===== src/rtl/exe_stage.sv =====
// Execute stage: ID/EX latch, operand-2 former, ALU with NZCV status register, branch target.
// Define EXE_BARREL_SHIFT_EN to enable the LSL/LSR/ASR/ROR shifter on register-form operand 2.
module exe_stage (
  input  logic        clk,
  input  logic        rst,
  input  logic        freeze,
  input  logic        flush,
  input  logic        WB_EN_in,
  input  logic        MEM_R_EN_in,
  input  logic        MEM_W_EN_in,
  input  logic        B_in,
  input  logic        S_in,
  input  logic [3:0]  EXE_CMD_in,
  input  logic        imm_in,
  input  logic [11:0] Shift_operand_in,
  input  logic [23:0] Signed_imm_24_in,
  input  logic [31:0] PC_in,
  input  logic [31:0] Val_Rn_in,
  input  logic [31:0] Val_Rm_in,
  input  logic [3:0]  Dest_in,
  output logic        WB_EN,
  output logic        MEM_R_EN,
  output logic        MEM_W_EN,
  output logic [31:0] ALU_Res,
  output logic [31:0] Val_Rm_out,
  output logic [3:0]  Dest_out,
  output logic        Br_taken,
  output logic [31:0] Br_addr,
  output logic [3:0]  SR
);

  logic        wb_en_q, mem_r_en_q, mem_w_en_q, b_q, s_q, imm_q;
  logic [3:0]  exe_cmd_q, dest_q, sr_q, sr_next;
  logic [11:0] shift_op_q;
  logic [23:0] simm24_q;
  logic [31:0] pc_q, val_rn_q, val_rm_q;
  logic [31:0] val2, reg_val2, imm_val2, imm32, alu_res, add_b;
  logic [4:0]  imm_rot;
  logic [32:0] sum;
  logic        arith, logic_op;

  always_ff @(posedge clk) begin
    if (rst) begin
      wb_en_q    <= 1'b0;
      mem_r_en_q <= 1'b0;
      mem_w_en_q <= 1'b0;
      b_q        <= 1'b0;
      s_q        <= 1'b0;
      imm_q      <= 1'b0;
      exe_cmd_q  <= '0;
      shift_op_q <= '0;
      simm24_q   <= '0;
      pc_q       <= '0;
      val_rn_q   <= '0;
      val_rm_q   <= '0;
      dest_q     <= '0;
      sr_q       <= '0;
    end else begin
      if (flush || !freeze) begin
        wb_en_q    <= WB_EN_in    & ~flush;
        mem_r_en_q <= MEM_R_EN_in & ~flush;
        mem_w_en_q <= MEM_W_EN_in & ~flush;
        b_q        <= B_in        & ~flush;
        s_q        <= S_in        & ~flush;
        imm_q      <= imm_in;
        exe_cmd_q  <= EXE_CMD_in;
        shift_op_q <= Shift_operand_in;
        simm24_q   <= Signed_imm_24_in;
        pc_q       <= PC_in;
        val_rn_q   <= Val_Rn_in;
        val_rm_q   <= Val_Rm_in;
        dest_q     <= Dest_in;
      end
      // A frozen instruction has not finished EXE, so it must not re-apply its flags each stall cycle.
      if (s_q && (flush || !freeze))
        sr_q <= sr_next;
    end
  end

  assign imm32    = {24'b0, shift_op_q[7:0]};
  assign imm_rot  = {shift_op_q[11:8], 1'b0};
  assign imm_val2 = (imm32 >> imm_rot) | (imm32 << (6'd32 - {1'b0, imm_rot}));

`ifdef EXE_BARREL_SHIFT_EN
  logic [4:0] sh_amt;
  assign sh_amt = shift_op_q[11:7];

  always_comb begin
    reg_val2 = val_rm_q;
    if (sh_amt != 5'd0) begin
      case (shift_op_q[6:5])
        2'b00:   reg_val2 = val_rm_q << sh_amt;
        2'b01:   reg_val2 = val_rm_q >> sh_amt;
        2'b10:   reg_val2 = $unsigned($signed(val_rm_q) >>> sh_amt);
        default: reg_val2 = (val_rm_q >> sh_amt) | (val_rm_q << (6'd32 - {1'b0, sh_amt}));
      endcase
    end
  end
`else
  assign reg_val2 = val_rm_q;
`endif

  always_comb begin
    if (mem_r_en_q || mem_w_en_q) val2 = {20'b0, shift_op_q};
    else if (imm_q)               val2 = imm_val2;
    else                          val2 = reg_val2;
  end

  always_comb begin
    sum      = '0;
    add_b    = '0;
    alu_res  = '0;
    arith    = 1'b0;
    logic_op = 1'b0;
    sr_next  = sr_q;
    case (exe_cmd_q)
      4'b0001: begin alu_res = val2;             logic_op = 1'b1; end
      4'b1001: begin alu_res = ~val2;            logic_op = 1'b1; end
      4'b0110: begin alu_res = val_rn_q & val2;  logic_op = 1'b1; end
      4'b0111: begin alu_res = val_rn_q | val2;  logic_op = 1'b1; end
      4'b1000: begin alu_res = val_rn_q ^ val2;  logic_op = 1'b1; end
      4'b0010: begin add_b = val2;  sum = {1'b0, val_rn_q} + {1'b0, add_b};                     arith = 1'b1; end
      4'b0011: begin add_b = val2;  sum = {1'b0, val_rn_q} + {1'b0, add_b} + {32'b0, sr_q[1]};  arith = 1'b1; end
      4'b0100: begin add_b = ~val2; sum = {1'b0, val_rn_q} + {1'b0, add_b} + 33'd1;             arith = 1'b1; end
      4'b0101: begin add_b = ~val2; sum = {1'b0, val_rn_q} + {1'b0, add_b} + {32'b0, sr_q[1]};  arith = 1'b1; end
      default: ;
    endcase
    if (arith) begin
      alu_res = sum[31:0];
      sr_next = {alu_res[31], alu_res == 32'd0, sum[32],
                 (val_rn_q[31] == add_b[31]) && (alu_res[31] != val_rn_q[31])};
    end else if (logic_op) begin
      sr_next = {alu_res[31], alu_res == 32'd0, sr_q[1:0]};
    end
  end

  assign WB_EN      = wb_en_q;
  assign MEM_R_EN   = mem_r_en_q;
  assign MEM_W_EN   = mem_w_en_q;
  assign ALU_Res    = alu_res;
  assign Val_Rm_out = val_rm_q;
  assign Dest_out   = dest_q;
  assign Br_taken   = b_q;
  assign Br_addr    = pc_q + {{6{simm24_q[23]}}, simm24_q, 2'b00};
  assign SR         = sr_q;

endmodule


===== config.mk =====
export PLATFORM = sky130hd
export DESIGN_NAME = exe_stage
export DESIGN_NICKNAME = d
export VERILOG_FILES = /design/src/rtl/exe_stage.sv
export SDC_FILE = /design/constraint.sdc
export NUM_CORES = 1
export LEC_CHECK = 0
export ABC_CLOCK_PERIOD_IN_PS = 15200
export BUFFER_PORTS_ARGS = -buffer_cell sky130_fd_sc_hd__clkbuf_2
export CAP_MARGIN = 10
export CORE_ASPECT_RATIO = 1.1
export CORE_MARGIN = 8
export CORE_UTILIZATION = 55
export DETAILED_ROUTE_END_ITERATION = 12
export PLACE_DENSITY = 0.76
export SLEW_MARGIN = 10
export SYNTH_ARGS = -nofsm -noshare
export SYNTH_HDL_FRONTEND = slang
export SYNTH_SLANG_ARGS = --single-unit
export TNS_END_PERCENT = 100

===== constraint.sdc =====
create_clock -name clk -period 15.2 [get_ports clk]
set_input_delay 3.04 -clock clk [delete_from_list [all_inputs] [get_ports clk]]
set_output_delay 3.04 -clock clk [all_outputs]
set_load 0.005 [all_outputs]

==> summary.md <==
| Metric | Value |
|---|---|
| Antenna violations before repair | 2 |
| First-pass DRT Iterations | 6 |
| Number of clock buffers inserted by TritonCTS | 17 |
| Post-route clock period utilization | 0.7336 |
| Cell internal power dissipation | 0.9326 mW |
| Max-slew violations | 0 |
| Static leakage | 8.329 nW |
| Total detailed-routing wirelength | 66,440 microns |
| Maximum ir drop on the vdd rail | 87.70 uV |
| Final RePlAce weighted congestion | 1.010 |
| Relative slew slack | 0.1984 |
| Via count normalized by instance count | 6.482 |
| Final cell utilization of the core | 0.6183 |
| Portion of synthesized cell area occupied by the leading cell type | 0.1797 |
| Mapped cell area | 0.01671 sq mm |
| Slew at the pin closest to its max-slew limit | 1.172 ns |
| WHS Path Cells | 2 |
| Kind of cell with the highest combined delay on the critical path | simple AND/OR/NAND/NOR gates |
| Kind of start point of the critical path | register |
| Cell at the root of the clock tree | sky130_fd_sc_hd__clkbuf_16 |
| Latest clock arrival within the worst-skew pair | 0.43 ns |
| R2r worst-path depth | 22 |
| Switching power | 0.6941 mW |
| Slowest-stage cell, CP | sky130_fd_sc_hd__ha_1 |
| Drt initial violations | 2,398 |
| Data arrival time of the worst path | 8.11 ns |
| Count of inserted antenna diode cells | 0 |
| Relative contribution of combinational cells to total power | 0.464 |
| Asr flop ratio synth | 0 |
| Count of yosys warnings during synthesis | 0 |
| Number of flops mapped to enable cells by yosys | 0 |
| Max incr delay on CP | 0.71 ns |
| Horizontal die dimension | 182.2 microns |
| Clock tree sinks | 150 |
| Highest Clock Rate | 89.68 MHz |
| Setup fix buffers added after clock tree synthesis | 0 |
| Ys flop type | sky130_fd_sc_hd__dfxtp_1 |
| Count of vias placed by the detailed router | 19,320 |
| Summed negative setup slack over all endpoints | 0 ns |
| Most frequent standard cell in the layout excluding fill and tap cells | sky130_fd_sc_hd__nand2_1 |
| Crit path buffers/inverters | 5 |
| First-pass GRT wire length | 102,200 microns |
| Average wire per cell in the routed design | 22.29 microns |
| Std-Cell Core Area | 0.03018 sq mm |
| Fin crit period | 11.15 ns |
| Final setup violation count | 0 |
| Data required time at the worst endpoint | 12.16 ns |
| Endpoint with the worst hold slack | pc_q[6]$_SDFFE_PP0N_ |
| Maximum level of the CTS H-tree | 4 |
| Clock transition at the registers of the reported paths | 0.06 ns |
| DRC violation count after routing | 0 |
| Die boundary height | 198.8 microns |
| Sequential area share after synthesis | 0.1797 |
| Synthesized area divided by synthesized cell count | 6.857 sq um |
| Seq pwr share | 0.273 |
| Number of top-level pins | 258 |
| Dominant cells by area after synthesis | sky130_fd_sc_hd__dfxtp_1, sky130_fd_sc_hd__ha_1, sky130_fd_sc_hd__nand2_1, sky130_fd_sc_hd__a21oi_1, sky130_fd_sc_hd__nor2_1 |
| Register area | 0.003003 sq mm |
| I/O Buffers | 257 |
| Number of hold violations in the final report | 0 |
| Flop2flop setup slack | 7.08 ns |
| Library cell occupying the most area in the post-synthesis netlist | sky130_fd_sc_hd__dfxtp_1 |
| Clock network fraction of design power | 0.264 |
| Worst Setup End Kind | output port |
| Maximum number of pins on one net before global-route repair | 101 |
| Run status | completed |
| Startpoint of the worst hold path | pc_q[6]$_SDFFE_PP0N_ |
| Critical register-to-register path endpoint | SR[2]$_SDFFE_PP0P_ |
| Initial standard-cell utilization of the core | 0.5537 |
| Post-layout power | 1.627 mW |
| Logic depth of the worst setup path including buffers | 25 |
| Count of distinct cell types in the synthesized netlist | 104 |
| Number of nets in the finished design | 2,877 |
| CTS tree | done |
| Power density normalized to cell area | 87.18 mW/mm^2 |
| Combined area of the multi-input logic cells | 0.01263 sq mm |
| Gr usage total | 0.3547 |
| Number of antenna-violating nets in the routed design | 0 |
| Type of the most critical hold path | register to register |
| Max-capacitance violation count | 0 |
| Net Sw Frac | 0.4267 |
| Worst hold slack | 0.4562 ns |
| Number of synthesized register bits | 150 |
| Synthesized instance count | 2,437 |
| Post-detail-place hpwl | 52,340 microns |
| Share of final-layout standard cells stronger than drive strength 1 | 0.1480 |
| Die Footprint | 0.03622 sq mm |
| Worst-path maximum fanout | 27 |
| Net count after synthesis | 2,725 |
| Via count of the first global-routing pass | 18,250 |
| Worst reg2reg startpoint | shift_op_q[8]$_SDFFE_PP0N_ |
| # hold bufs at CTS | 0 |
| Area growth, synth to finish | 11.67% |
| Filler Cells Inserted | 2,840 |
| CP Class | register to output port |
| Worst-case clock skew | 0.01235 ns |
| Cells resized by post-CTS repair | 0 |
| Number of placement rows | 67 |
| Commonest cells after routing, fill and taps aside | sky130_fd_sc_hd__nand2_1, sky130_fd_sc_hd__a21oi_1, sky130_fd_sc_hd__clkbuf_2 |
| Congestion Overflow GR | 0 |
| Maximum clock insertion buffer count | 2 |
| Setup repair after global routing missed its margin | no |
## per-layer routing
layer / global-route usage / routed length (microns) / vias to the layer above
met3: 0.07161 / 6077 / 185
met5: 0 / 27 / -
li1: - / - / 9028
met4: 0.1887 / 3458 / 4
met1: 0.4554 / 27500 / 9063
met2: 0.5549 / 29370 / 1043
## worst reg2reg max path, stage by stage (launching register included)
cell	delay (ns)
sky130_fd_sc_hd__dfxtp_1	0.31
sky130_fd_sc_hd__buf_4	0.28
sky130_fd_sc_hd__inv_1	0.20
sky130_fd_sc_hd__ha_1	0.87
sky130_fd_sc_hd__nor2_1	0.18
sky130_fd_sc_hd__a32oi_1	0.25
sky130_fd_sc_hd__a211oi_1	0.09
sky130_fd_sc_hd__a21oi_1	0.51
sky130_fd_sc_hd__inv_1	0.21
sky130_fd_sc_hd__fa_1	0.61
sky130_fd_sc_hd__inv_1	0.08
sky130_fd_sc_hd__ha_1	0.29
sky130_fd_sc_hd__a211oi_1	0.93
sky130_fd_sc_hd__o21ai_0	0.62
sky130_fd_sc_hd__nor4b_1	0.56
sky130_fd_sc_hd__nand4_1	0.24
sky130_fd_sc_hd__nor2_1	0.20
sky130_fd_sc_hd__nand4_1	0.14
sky130_fd_sc_hd__nor4_1	0.39
sky130_fd_sc_hd__and4_1	0.27
sky130_fd_sc_hd__and4b_1	0.30
sky130_fd_sc_hd__nand4b_1	0.18
sky130_fd_sc_hd__o41ai_2	0.29
## registers in the layout, summed over array words and instances, names as in the netlist
name,flops
Br_taken,1
Dest_out,4
MEM_R_EN,1
MEM_W_EN,1
SR,4
Val_Rm_out,32
WB_EN,1
exe_cmd_q,4
imm_q,1
pc_q,32
s_q,1
shift_op_q,12
simm24_q,24
val_rn_q,32
## stage by stage
| step | area [sq um] | instances | setup WS, ns |
|---|---|---|---|
| after CTS | 18660 | 2981 | 4.254 |
| after detailed placement | 18070 | 2949 | 4.732 |
| after floorplan | 16710 | 2437 | 5.588 |
| after global placement | 18070 | 2949 | 4.726 |
| final | 18660 | 2981 | 4.049 |
| after global routing | 18660 | 2981 | 3.495 |
## worst max-delay path by stage
stage,start,to,slack [ns]
3_3_place_gp,shift_op_q[8]$_SDFFE_PP0N_,ALU_Res[31],4.73
2_1_floorplan,shift_op_q[8]$_SDFFE_PP0N_,ALU_Res[30],5.59
3_5_place_dp,shift_op_q[8]$_SDFFE_PP0N_,ALU_Res[31],4.73
5_1_grt,shift_op_q[8]$_SDFFE_PP0N_,ALU_Res[31],3.49
6_report,shift_op_q[8]$_SDFFE_PP0N_,ALU_Res[31],4.05
4_1_cts,shift_op_q[8]$_SDFFE_PP0N_,ALU_Res[31],4.25
## area by class of cell
class,instances,share of cell area
flip-flops and latches,150,0.1609
clock buffers,19,0.02374
clock inverters,13,0.007846
inverters,141,0.02836
well taps,379,0.02541
multi-input cells,2003,0.6770
repair buffers,276,0.07671
## power groups by stage
stage          Combinational, mW  Sequential (mW)  Clock [mW]
2_1_floorplan              0.511            0.441           0
3_3_place_gp               0.721            0.450           0
3_5_place_dp               0.729            0.451           0
4_1_cts                    0.733            0.443       0.433
5_1_grt                    0.815            0.446       0.449
6_report                   0.754            0.444       0.429
## cells by family (layout without fill, tap and decap cells)
family | Yosys count | count (layout) | share of synthesized area
and+or+nand+nor | 992 | 992 | 0.2824
AOI/OAI and AO/OA | 729 | 729 | 0.2890
buffers and inverters | 284 | 449 | 0.06597
DFF | 150 | 150 | 0.1797
adders and majority gates | 138 | 138 | 0.1047
xor gates and xnor gates | 113 | 113 | 0.05923
muxes | 31 | 31 | 0.01894
## cell usage after synthesis, types with 9 or more instances
cell type                  number
sky130_fd_sc_hd__nand3_1       57
sky130_fd_sc_hd__a221o_1       13
sky130_fd_sc_hd__nor4_1        23
sky130_fd_sc_hd__a21boi_0       9
sky130_fd_sc_hd__inv_1        137
sky130_fd_sc_hd__and2_1        10
sky130_fd_sc_hd__a211oi_1      42
sky130_fd_sc_hd__a21o_1        31
sky130_fd_sc_hd__or3_1         11
sky130_fd_sc_hd__nor3_1        59
sky130_fd_sc_hd__nor2_1       203
sky130_fd_sc_hd__xor2_1        32
sky130_fd_sc_hd__nor2b_1       27
sky130_fd_sc_hd__nand2_1      434
sky130_fd_sc_hd__a21oi_1      270
sky130_fd_sc_hd__nand4_1       21
sky130_fd_sc_hd__o22ai_1       30
sky130_fd_sc_hd__buf_1         11
sky130_fd_sc_hd__xnor2_1       81
sky130_fd_sc_hd__a31oi_1       19
sky130_fd_sc_hd__mux2i_1       26
sky130_fd_sc_hd__nand2b_1      29
sky130_fd_sc_hd__o221ai_1      10
sky130_fd_sc_hd__ha_1         135
sky130_fd_sc_hd__dfxtp_1      150
sky130_fd_sc_hd__o31ai_1       19
sky130_fd_sc_hd__a211o_1        9
sky130_fd_sc_hd__and4_1        10
sky130_fd_sc_hd__buf_2         17
sky130_fd_sc_hd__a221oi_1      23
sky130_fd_sc_hd__clkbuf_1     111
sky130_fd_sc_hd__o211ai_1      24
sky130_fd_sc_hd__o21ai_0       98
sky130_fd_sc_hd__o21a_1        12
sky130_fd_sc_hd__or2_2         21
sky130_fd_sc_hd__and3_1        21
sky130_fd_sc_hd__nor3b_1       13
Power figures use the tool's default switching activity.
